### src/rtl/display_scan_controller.sv
// display_scan_controller: scans a 4-digit common-anode display with blank/drive slots and a per-frame snapshot
module display_scan_controller #(
  parameter int TICK_DIV     = 50000,
  parameter int BLANK_CYCLES = 500
) (
  input  logic        clk_i,
  input  logic        reset_n_i,
  input  logic        enable_i,
  input  logic [15:0] value_i,
  input  logic        lz_blank_i,
  input  logic [3:0]  dp_mask_i,
  output logic [2:0]  state_o,
  output logic [3:0]  current_digit_o,
  output logic [3:0]  anode_o,
  output logic        dp_o,
  output logic        frame_start_o
);
  localparam int CW = $clog2(TICK_DIV);
  typedef enum logic [1:0] {IDLE, BLANK, DRIVE} fsm_t;
  fsm_t        fsm_q, fsm_d;
  logic [CW-1:0] cnt_q, cnt_d;
  logic [1:0]  idx_q, idx_d, nidx;
  logic [15:0] snap_q, snap_d;
  logic [2:0]  state_q, state_d;
  logic [3:0]  digit_q, digit_d, anode_q, anode_d, lz_mask;
  logic        dp_q, dp_d, fs_q, fs_d, go_blank;
  // a digit is dark when it and every more significant nibble of the snapshot are zero
  assign lz_mask = {lz_blank_i && snap_q[15:12] == 4'h0, lz_blank_i && snap_q[15:8] == 8'h0,
                    lz_blank_i && snap_q[15:4] == 12'h0, 1'b0};
  assign go_blank = fsm_q == IDLE || (fsm_q == DRIVE && cnt_q == CW'(TICK_DIV - 1));
  assign nidx = fsm_q == IDLE ? 2'd0 : idx_q + 2'd1;
  always_comb begin
    fsm_d   = fsm_q;
    cnt_d   = cnt_q + 1'b1;
    idx_d   = idx_q;
    snap_d  = snap_q;
    state_d = 3'd4;
    digit_d = digit_q;
    anode_d = 4'hf;
    dp_d    = 1'b1;
    fs_d    = 1'b0;
    if (!enable_i) begin
      fsm_d   = IDLE;
      cnt_d   = '0;
      idx_d   = 2'd0;
      digit_d = 4'h0;
    end else if (go_blank) begin
      fsm_d  = BLANK;
      cnt_d  = '0;
      idx_d  = nidx;
      snap_d = nidx == 2'd0 ? value_i : snap_q;
      fs_d   = nidx == 2'd0;
      digit_d = snap_d[{nidx, 2'b00} +: 4];
    end else if (fsm_q == DRIVE || cnt_q == CW'(BLANK_CYCLES - 1)) begin
      fsm_d   = DRIVE;
      state_d = {1'b0, idx_q};
      anode_d = lz_mask[idx_q] ? 4'hf : ~(4'b0001 << idx_q);
      dp_d    = lz_mask[idx_q] | ~dp_mask_i[idx_q];
    end
  end
  always_ff @(posedge clk_i or negedge reset_n_i) begin
    if (!reset_n_i) begin
      fsm_q   <= IDLE;
      cnt_q   <= '0;
      idx_q   <= 2'd0;
      snap_q  <= 16'h0000;
      state_q <= 3'd4;
      digit_q <= 4'h0;
      anode_q <= 4'hf;
      dp_q    <= 1'b1;
      fs_q    <= 1'b0;
    end else begin
      fsm_q   <= fsm_d;
      cnt_q   <= cnt_d;
      idx_q   <= idx_d;
      snap_q  <= snap_d;
      state_q <= state_d;
      digit_q <= digit_d;
      anode_q <= anode_d;
      dp_q    <= dp_d;
      fs_q    <= fs_d;
    end
  end
  assign state_o         = state_q;
  assign current_digit_o = digit_q;
  assign anode_o         = anode_q;
  assign dp_o            = dp_q;
  assign frame_start_o   = fs_q;
endmodule

### config.mk
export PLATFORM = sky130hd
export DESIGN_NAME = display_scan_controller
export DESIGN_NICKNAME = d
export VERILOG_FILES = /design/src/rtl/display_scan_controller.sv
export SDC_FILE = /design/constraint.sdc
export NUM_CORES = 1
export LEC_CHECK = 0
export ABC_AREA = 1
export CELL_PAD_IN_SITES_DETAIL_PLACEMENT = 1
export CELL_PAD_IN_SITES_GLOBAL_PLACEMENT = 2
export CORE_ASPECT_RATIO = 1.2
export CORE_UTILIZATION = 25
export DETAILED_ROUTE_END_ITERATION = 6
export GPL_ROUTABILITY_DRIVEN = 0
export HOLD_SLACK_MARGIN = 0.03
export PLACE_DENSITY = 0.66
export SYNTH_ARGS = -nofsm -noshare
export SYNTH_HDL_FRONTEND = slang
export SYNTH_SLANG_ARGS = --single-unit
export TNS_END_PERCENT = 20
### constraint.sdc
create_clock -name clk_i -period 3.2 [get_ports clk_i]
set_clock_uncertainty 0.2 [all_clocks]
set_input_delay 0.64 -clock clk_i [delete_from_list [all_inputs] [get_ports clk_i]]
set_output_delay 0.64 -clock clk_i [all_outputs]
set_load 0.02 [all_outputs]
==> results.md <==
- Top-count cell post-synth: nand2_1
- ANT nets after route: 0
- CTS tree: built
- CORE AREA: 9610 um^2
- Share of the synthesized area in the top cell type: 0.400
- Synth warnings: 0
- Row cnt: 39
- P_leak: 1.41 nW
- Pwr dens: 559 nW/um^2
- CP Buf/Inv Count: 1
- Largest family of logic cells by synthesized area: simple AND/OR/NAND/NOR gates
- Vias: 2028
- Cts bufs inserted: 5
- Outcome: finished, final reports clean
- Cell taking the most area after synthesis: dfrtp_1
- CP endpoint kind: output port
- Initial antenna violation count: 0
- Worst Hold Class: input port to async pin
- Synthesized area: 2500 um^2
- Overall die width: 93.3 um
- Critical path class: register to output port
- Initial detailed-routing violation count: 73
- First-pass GRT wire length: 11000 um
- First-pass iteration count of the detailed router: 4
- Setup violators final: 0
- CP cell instances: clkdlybuf4s50_1
- Synth Instances: 302
- Die footprint: 10400 um^2
- Synth Area in Simple Gates: 0.278
- Placed cell count: 455
- Unrepaired setup endpoints after global routing: false
- Worst hold slack: 249 ps
- Slowest stage delay, CP: 600 ps
- P&R area growth vs syn: 26.2%
- Clock latency on the worst-skew pair: 290 ps
- CP max stage cell: clkdlybuf4s50_1
- Mux cell area share after synthesis: 0.0240
- Synth cell types: 33
- Clock buffer depth: 2
- Starting Density: 0.260
- Post-CTS Setup Repair Bufs: 0
- Congestion Overflow GR: 0
- Final net count: 368
- CP arrival: 1410 ps
- Cts-stage hold buffer count: 0
- Routed WL per cell: 13.9 um
- Max Cap Violations: 0
- CTS root buffer: clkbuf_16
- Mean area per synthesized cell: 8.29 um^2
- Final Hold Violating Endpoints: 0
- Cts repair resizes: 0
- Post-DP HPWL: 4890 um
- Final Instance Count excl. Fillers: 463
- Final core utilization: 0.329
- Peak supply drop: 237 uV
- Max Fclk: 445 MHz
- Synth Area in Compound Gates: 0.0920
- Fin crit period: 2250 ps
- Clk sink count: 46
- Top cells by count, synth: nand2_1 (72), dfrtp_1 (40), inv_1 (35)
- Fraction of layout instances using a drive strength above 1: 0.121
- Vias in the first global route: 2209
- Max Slew Vio Count: 0
- # diodes: 0
- Reg clk slew, reported paths: 60 ps
- Ys async rst share: 1.00
- Largest fanout on the critical path: 1
- Worst Tran Pin Value: 611 ps
- Largest net degree at the start of global routing: 47
- Final Cycle Share: 0.703
- Yosys reg bits: 46
- XOR/XNOR share of the synthesized area: 0.0315
- CP delay by family, top: buffers and inverters
- Setup tns final: 0 ps
- Vias/cell: 4.38
- Relative slew slack: 0.593
- Residual DRC: 0
- Data required, critical path: 2360 ps
- Ranking of synthesized cells by area: dfrtp_1 (40%), nand2_1 (11%), dfstp_2 (6.3%), inv_1 (5.3%), nor2_1 (4.4%)
- IO buf count: 36
- Htree depth: 2
- Post-synth EDFFs: 0
- Sequential area share after synthesis: 0.463
- Startpoint types: register
- Adder-cell share of the synthesized area: 0.0250
- Power after layout: 1.77 mW
- Die height: 112 um
- I/O pin total: 37
- Syn nets: 331
- Ys flop type: dfrtp_1
- GRT Total Usage: 0.137
- Final WL: 6430 um
## path summary, 6_finish.rpt
check	from	end	slack [ps]	cells after the start
max in group asynchronous	reset_n_i	snap_q[7]	2140	2
hold reg to reg	cnt_q[0]	cnt_q[0]	280	1
hold / removal	reset_n_i	cnt_q[0]	250	2
setup reg to reg	idx_q[0]	current_digit_o[1]	950	9
setup / recovery	dp_o	dp_o	950	1
min in group clk_i	cnt_q[0]	cnt_q[0]	280	1
## layout by cell type, fill, tap and decap left out, drive strengths merged, types with 5 or more instances in the layout
| cell type | n |
|---|---|
| nand3 | 18 |
| o21ai | 26 |
| mux2i | 6 |
| nand2 | 76 |
| ha | 5 |
| dfrtp | 40 |
| clkbuf | 6 |
| dfstp | 6 |
| nor3 | 12 |
| nor2 | 31 |
| xor2 | 7 |
| inv | 38 |
| nand4 | 10 |
| a21oi | 7 |
| clkdlybuf4s50 | 35 |
## flip-flops by register name, indices dropped and copies added (netlist names)
signal           cells
snap_q              13
anode_o              4
state_o              3
current_digit_o      4
frame_start_o        1
fsm_q                2
idx_q                2
cnt_q               16
dp_o                 1
## power by group
group / internal (mW) / switching [mW]
Sequential: 0.649 / 0.0559
Combinational: 0.144 / 0.219
Clock: 0.469 / 0.229
Total: 1.26 / 0.504
## final cells by class
class / count / area [um^2]
well taps: 123 / 154
multi-input cells: 209 / 1130
inverters: 38 / 143
clock buffers: 6 / 139
repair buffers: 39 / 378
flip-flops and latches: 46 / 1160
clock inverters: 2 / 60.1
fillers: 1135 / 6450
## stage by stage
stage	worst slack [ps]	instance area, um^2
after floorplan	1000	2500
after global placement	865	2960
after detailed placement	836	2960
after CTS	911	3160
after global routing	709	3160
final	952	3160
## metal layers
| metal | vias to the layer above | track usage | wire length (um) |
|---|---|---|---|
| li1 | 1042 | - | - |
| met1 | 955 | 0.164 | 2840 |
| met2 | 25 | 0.240 | 3340 |
| met3 | 6 | 0.0301 | 167 |
| met4 | 0 | 0.0431 | 86 |
| met5 | - | 0 | 0 |
## kinds of logic after synthesis
kind of cell | count (synthesis)
compound gates | 37
xor+xnor | 9
fa+ha+maj | 5
buf+inv | 47
flops | 46
mux | 6
simple gates | 152
## worst register-to-register path: stages, from the launching register on
cell	delay (ps)
dfrtp_1	440
inv_2	220
ha_1	310
o21ai_2	320
buf_4	260
nand2_1	100
nand3_1	90
nand2_1	60
nand4_1	80
nand2_1	60
No activity file was read; power rests on OpenSTA's default activity.
==> RTL change, RTL diff (config.mk and constraints unchanged) <==
Add an input register stage for `enable_i`, `value_i`, `lz_blank_i` and `dp_mask_i`; this delays them by one clock.
--- a/src/rtl/display_scan_controller.sv
+++ b/src/rtl/display_scan_controller.sv
@@ -18,4 +18,17 @@
   localparam int CW = $clog2(TICK_DIV);
   typedef enum logic [1:0] {IDLE, BLANK, DRIVE} fsm_t;
+
+  logic enable_q;
+  logic [15:0] value_q;
+  logic lz_blank_q;
+  logic [3:0] dp_mask_q;
+
+  always_ff @(posedge clk_i) begin
+    enable_q   <= enable_i;
+    value_q    <= value_i;
+    lz_blank_q <= lz_blank_i;
+    dp_mask_q  <= dp_mask_i;
+  end
+
   fsm_t        fsm_q, fsm_d;
   logic [CW-1:0] cnt_q, cnt_d;
@@ -26,6 +39,6 @@
   logic        dp_q, dp_d, fs_q, fs_d, go_blank;
   // a digit is dark when it and every more significant nibble of the snapshot are zero
-  assign lz_mask = {lz_blank_i && snap_q[15:12] == 4'h0, lz_blank_i && snap_q[15:8] == 8'h0,
-                    lz_blank_i && snap_q[15:4] == 12'h0, 1'b0};
+  assign lz_mask = {lz_blank_q && snap_q[15:12] == 4'h0, lz_blank_q && snap_q[15:8] == 8'h0,
+                    lz_blank_q && snap_q[15:4] == 12'h0, 1'b0};
   assign go_blank = fsm_q == IDLE || (fsm_q == DRIVE && cnt_q == CW'(TICK_DIV - 1));
   assign nidx = fsm_q == IDLE ? 2'd0 : idx_q + 2'd1;
@@ -40,5 +53,5 @@
     dp_d    = 1'b1;
     fs_d    = 1'b0;
-    if (!enable_i) begin
+    if (!enable_q) begin
       fsm_d   = IDLE;
       cnt_d   = '0;
@@ -49,5 +62,5 @@
       cnt_d  = '0;
       idx_d  = nidx;
-      snap_d = nidx == 2'd0 ? value_i : snap_q;
+      snap_d = nidx == 2'd0 ? value_q : snap_q;
       fs_d   = nidx == 2'd0;
       digit_d = snap_d[{nidx, 2'b00} +: 4];
@@ -56,5 +69,5 @@
       state_d = {1'b0, idx_q};
       anode_d = lz_mask[idx_q] ? 4'hf : ~(4'b0001 << idx_q);
-      dp_d    = lz_mask[idx_q] | ~dp_mask_i[idx_q];
+      dp_d    = lz_mask[idx_q] | ~dp_mask_q[idx_q];
     end
   end
Function: changed (a bounded check fails within 4 cycles, from zero or initial values and one cycle with reset_n_i low).
==> RTL change against the original RTL <==
Sequential cell count grew 22; die area grew 20%; final cell count grew 14%; design area grew 21%; via count grew 11%; setup slack lost 0.36 ns; wire length grew 13%; maximum frequency shrank 14%; power grew 36%; worst hold slack lost 0.11 ns; sequential share of layout area grew 5.3 points; area after synthesis grew 20%.
==> RTL change: results (changes against the original RTL) <==
.. list-table::
   :header-rows: 1

   * - Metric
     - Value
   * - Result of the run
     - completed
   * - Placed Instance Area
     - 0.00351 mm2 (+19%)
   * - Final cell count without fillers
     - 529 (+14%)
   * - Clock insertion delay at the later pin of the skew report
     - 0.34 ns (+0.05 ns)
   * - Compound-gate portion of the synthesized area
     - 8.56% (-0.64 points)
   * - Number of nets in the layout
     - 396 (+7.6%)
   * - Count of filler cells inserted in the layout
     - 1385 (+22%)
   * - Largest net degree at the start of global routing
     - 31 (-34%)
   * - Worst slack at placement
     - 0.553 ns (-0.283 ns)
   * - H-tree depth reported by CTS
     - 3 (+1)
   * - Crit path DAT
     - 2.69 ns (+1.28 ns)
   * - Post-synthesis mux area share
     - 1.99% (-0.41 points)
   * - Async S/R FF share, synth
     - 67.6% (-32 points)
   * - Count of TritonRoute iterations in the first routing pass
     - 5 (+1)
   * - Count of placed standard cells including taps
     - 513 (+13%)
   * - Via Count
     - 2258 (+11%)
   * - Clock buffer count from CTS
     - 9 (+4)
   * - Leakage power total
     - 1.68 nW (+19%)
   * - Worst-case headroom to the max-slew limit
     - 54.6% (-4.6 points)
   * - Post-detailed-placement half-perimeter wirelength
     - 5.30 mm (+8.3%)
   * - Post-Syn Nets
     - 355 (+7.3%)
   * - Biggest regs
     - cnt_q x16, value_q x16, snap_q x13
   * - Number of global-route vias before repair
     - 2415 (+9.3%)
   * - Library cell used as clock root buffer
     - sky130_fd_sc_hd__clkbuf_16
   * - Area share of fa/ha/maj cells after synthesis
     - 2.08% (-0.42 points)
   * - Post-synthesis sequential area ratio
     - 53.1% (+6.8 points)
   * - List of most frequent post-synthesis cells
     - sky130_fd_sc_hd__nand2_1 (65), sky130_fd_sc_hd__dfrtp_1 (40), sky130_fd_sc_hd__inv_1 (37)
   * - Maximum fanout along the worst path
     - 15 (+14)
   * - Clock tree sinks
     - 68 (+48%)
   * - Final routed wirelength across all metal layers
     - 7.24 mm (+13%)
   * - Avg Inst Size Synth
     - 9.24 um2 (+11%)
   * - Proportion of layout cells with a drive suffix above 1
     - 16.1% (+4.1 points)
   * - Post-synth cell types
     - 35 (+6.1%)
   * - Global-route usage over all layers
     - 13.6% (-0.071 points)
   * - Worst supply voltage drop on vdd
     - 257 uV (+8.6%)
   * - First-pass GRT wire length
     - 12.3 mm (+12%)
   * - Most area-consuming cells after synthesis
     - sky130_fd_sc_hd__dfrtp_1 (33%), sky130_fd_sc_hd__dfxtp_1 (15%), sky130_fd_sc_hd__nand2_1 (8.1%), sky130_fd_sc_hd__dfstp_2 (5.2%), sky130_fd_sc_hd__inv_1 (4.6%)
[RTL change: cell count changes after synthesis, moves of 2 or more]
cell | before | now
sky130_fd_sc_hd__nand3_1 | 15 | 13
sky130_fd_sc_hd__dfxtp_1 | 0 | 22
sky130_fd_sc_hd__nand3_2 | 3 | 1
sky130_fd_sc_hd__nand3_4 | 0 | 2
sky130_fd_sc_hd__a21oi_1 | 7 | 5
sky130_fd_sc_hd__buf_4 | 0 | 2
sky130_fd_sc_hd__nand2_1 | 72 | 65
sky130_fd_sc_hd__nand2_2 | 2 | 10
sky130_fd_sc_hd__nor2_2 | 2 | 4
sky130_fd_sc_hd__inv_1 | 35 | 37
sky130_fd_sc_hd__o21ai_4 | 0 | 2
[RTL change: worst max-delay path, cell delays in order, from the launching register on]
cell                      delay, ns
sky130_fd_sc_hd__dfrtp_1       0.44
sky130_fd_sc_hd__inv_1         0.41
sky130_fd_sc_hd__ha_1          0.38
sky130_fd_sc_hd__o21ai_4       0.47
sky130_fd_sc_hd__inv_2         0.20
sky130_fd_sc_hd__nand2_1       0.13
sky130_fd_sc_hd__nand3_1       0.07
sky130_fd_sc_hd__nand2_1       0.07
sky130_fd_sc_hd__nand4_1       0.07
sky130_fd_sc_hd__nand2_1       0.08
[RTL change: power breakdown]
group          internal, mW  switching (mW)  total [mW]  leakage (nW)
Combinational         0.148           0.226       0.374         0.748
Clock                 0.643           0.368        1.01         0.149
Sequential            0.940          0.0715        1.01         0.780
Total                  1.73           0.665        2.40          1.68
[RTL change: final cells by class]
type | instances | area (um2) | share of cell area (%)
Clock buffer | 12 | 256 | 6.73
Clock inverter | 4 | 47.5 | 1.25
Inverter | 40 | 150 | 3.94
Multi-Input combinational cell | 210 | 1190 | 31.3
Sequential cell | 68 | 1600 | 41.9
Tap cell | 157 | 196 | 5.15
Timing Repair Buffer | 38 | 370 | 9.71
[RTL change: final timing paths]
check,start,end,slack [ns],cells past startpoint
max in group asynchronous,reset_n_i,snap_q[6],2.03,2
min in group clk_i,cnt_q[0],cnt_q[0],0.26,1
setup / recovery,idx_q[0],current_digit_o[0],0.59,9
hold / removal,reset_n_i,cnt_q[15],0.14,1
setup reg to reg,idx_q[0],current_digit_o[0],0.59,9
hold reg to reg,cnt_q[0],cnt_q[0],0.26,1
[RTL change: metal layers]
layer | part of all wire (%) | global-route usage (%) | vias to the layer above
met5 | 0 | 0 | -
met1 | 45 | 15.8 | 1078
met4 | 2.1 | 6.43 | 0
met3 | 3.6 | 3.82 | 13
li1 | - | - | 1129
met2 | 50 | 22.9 | 38
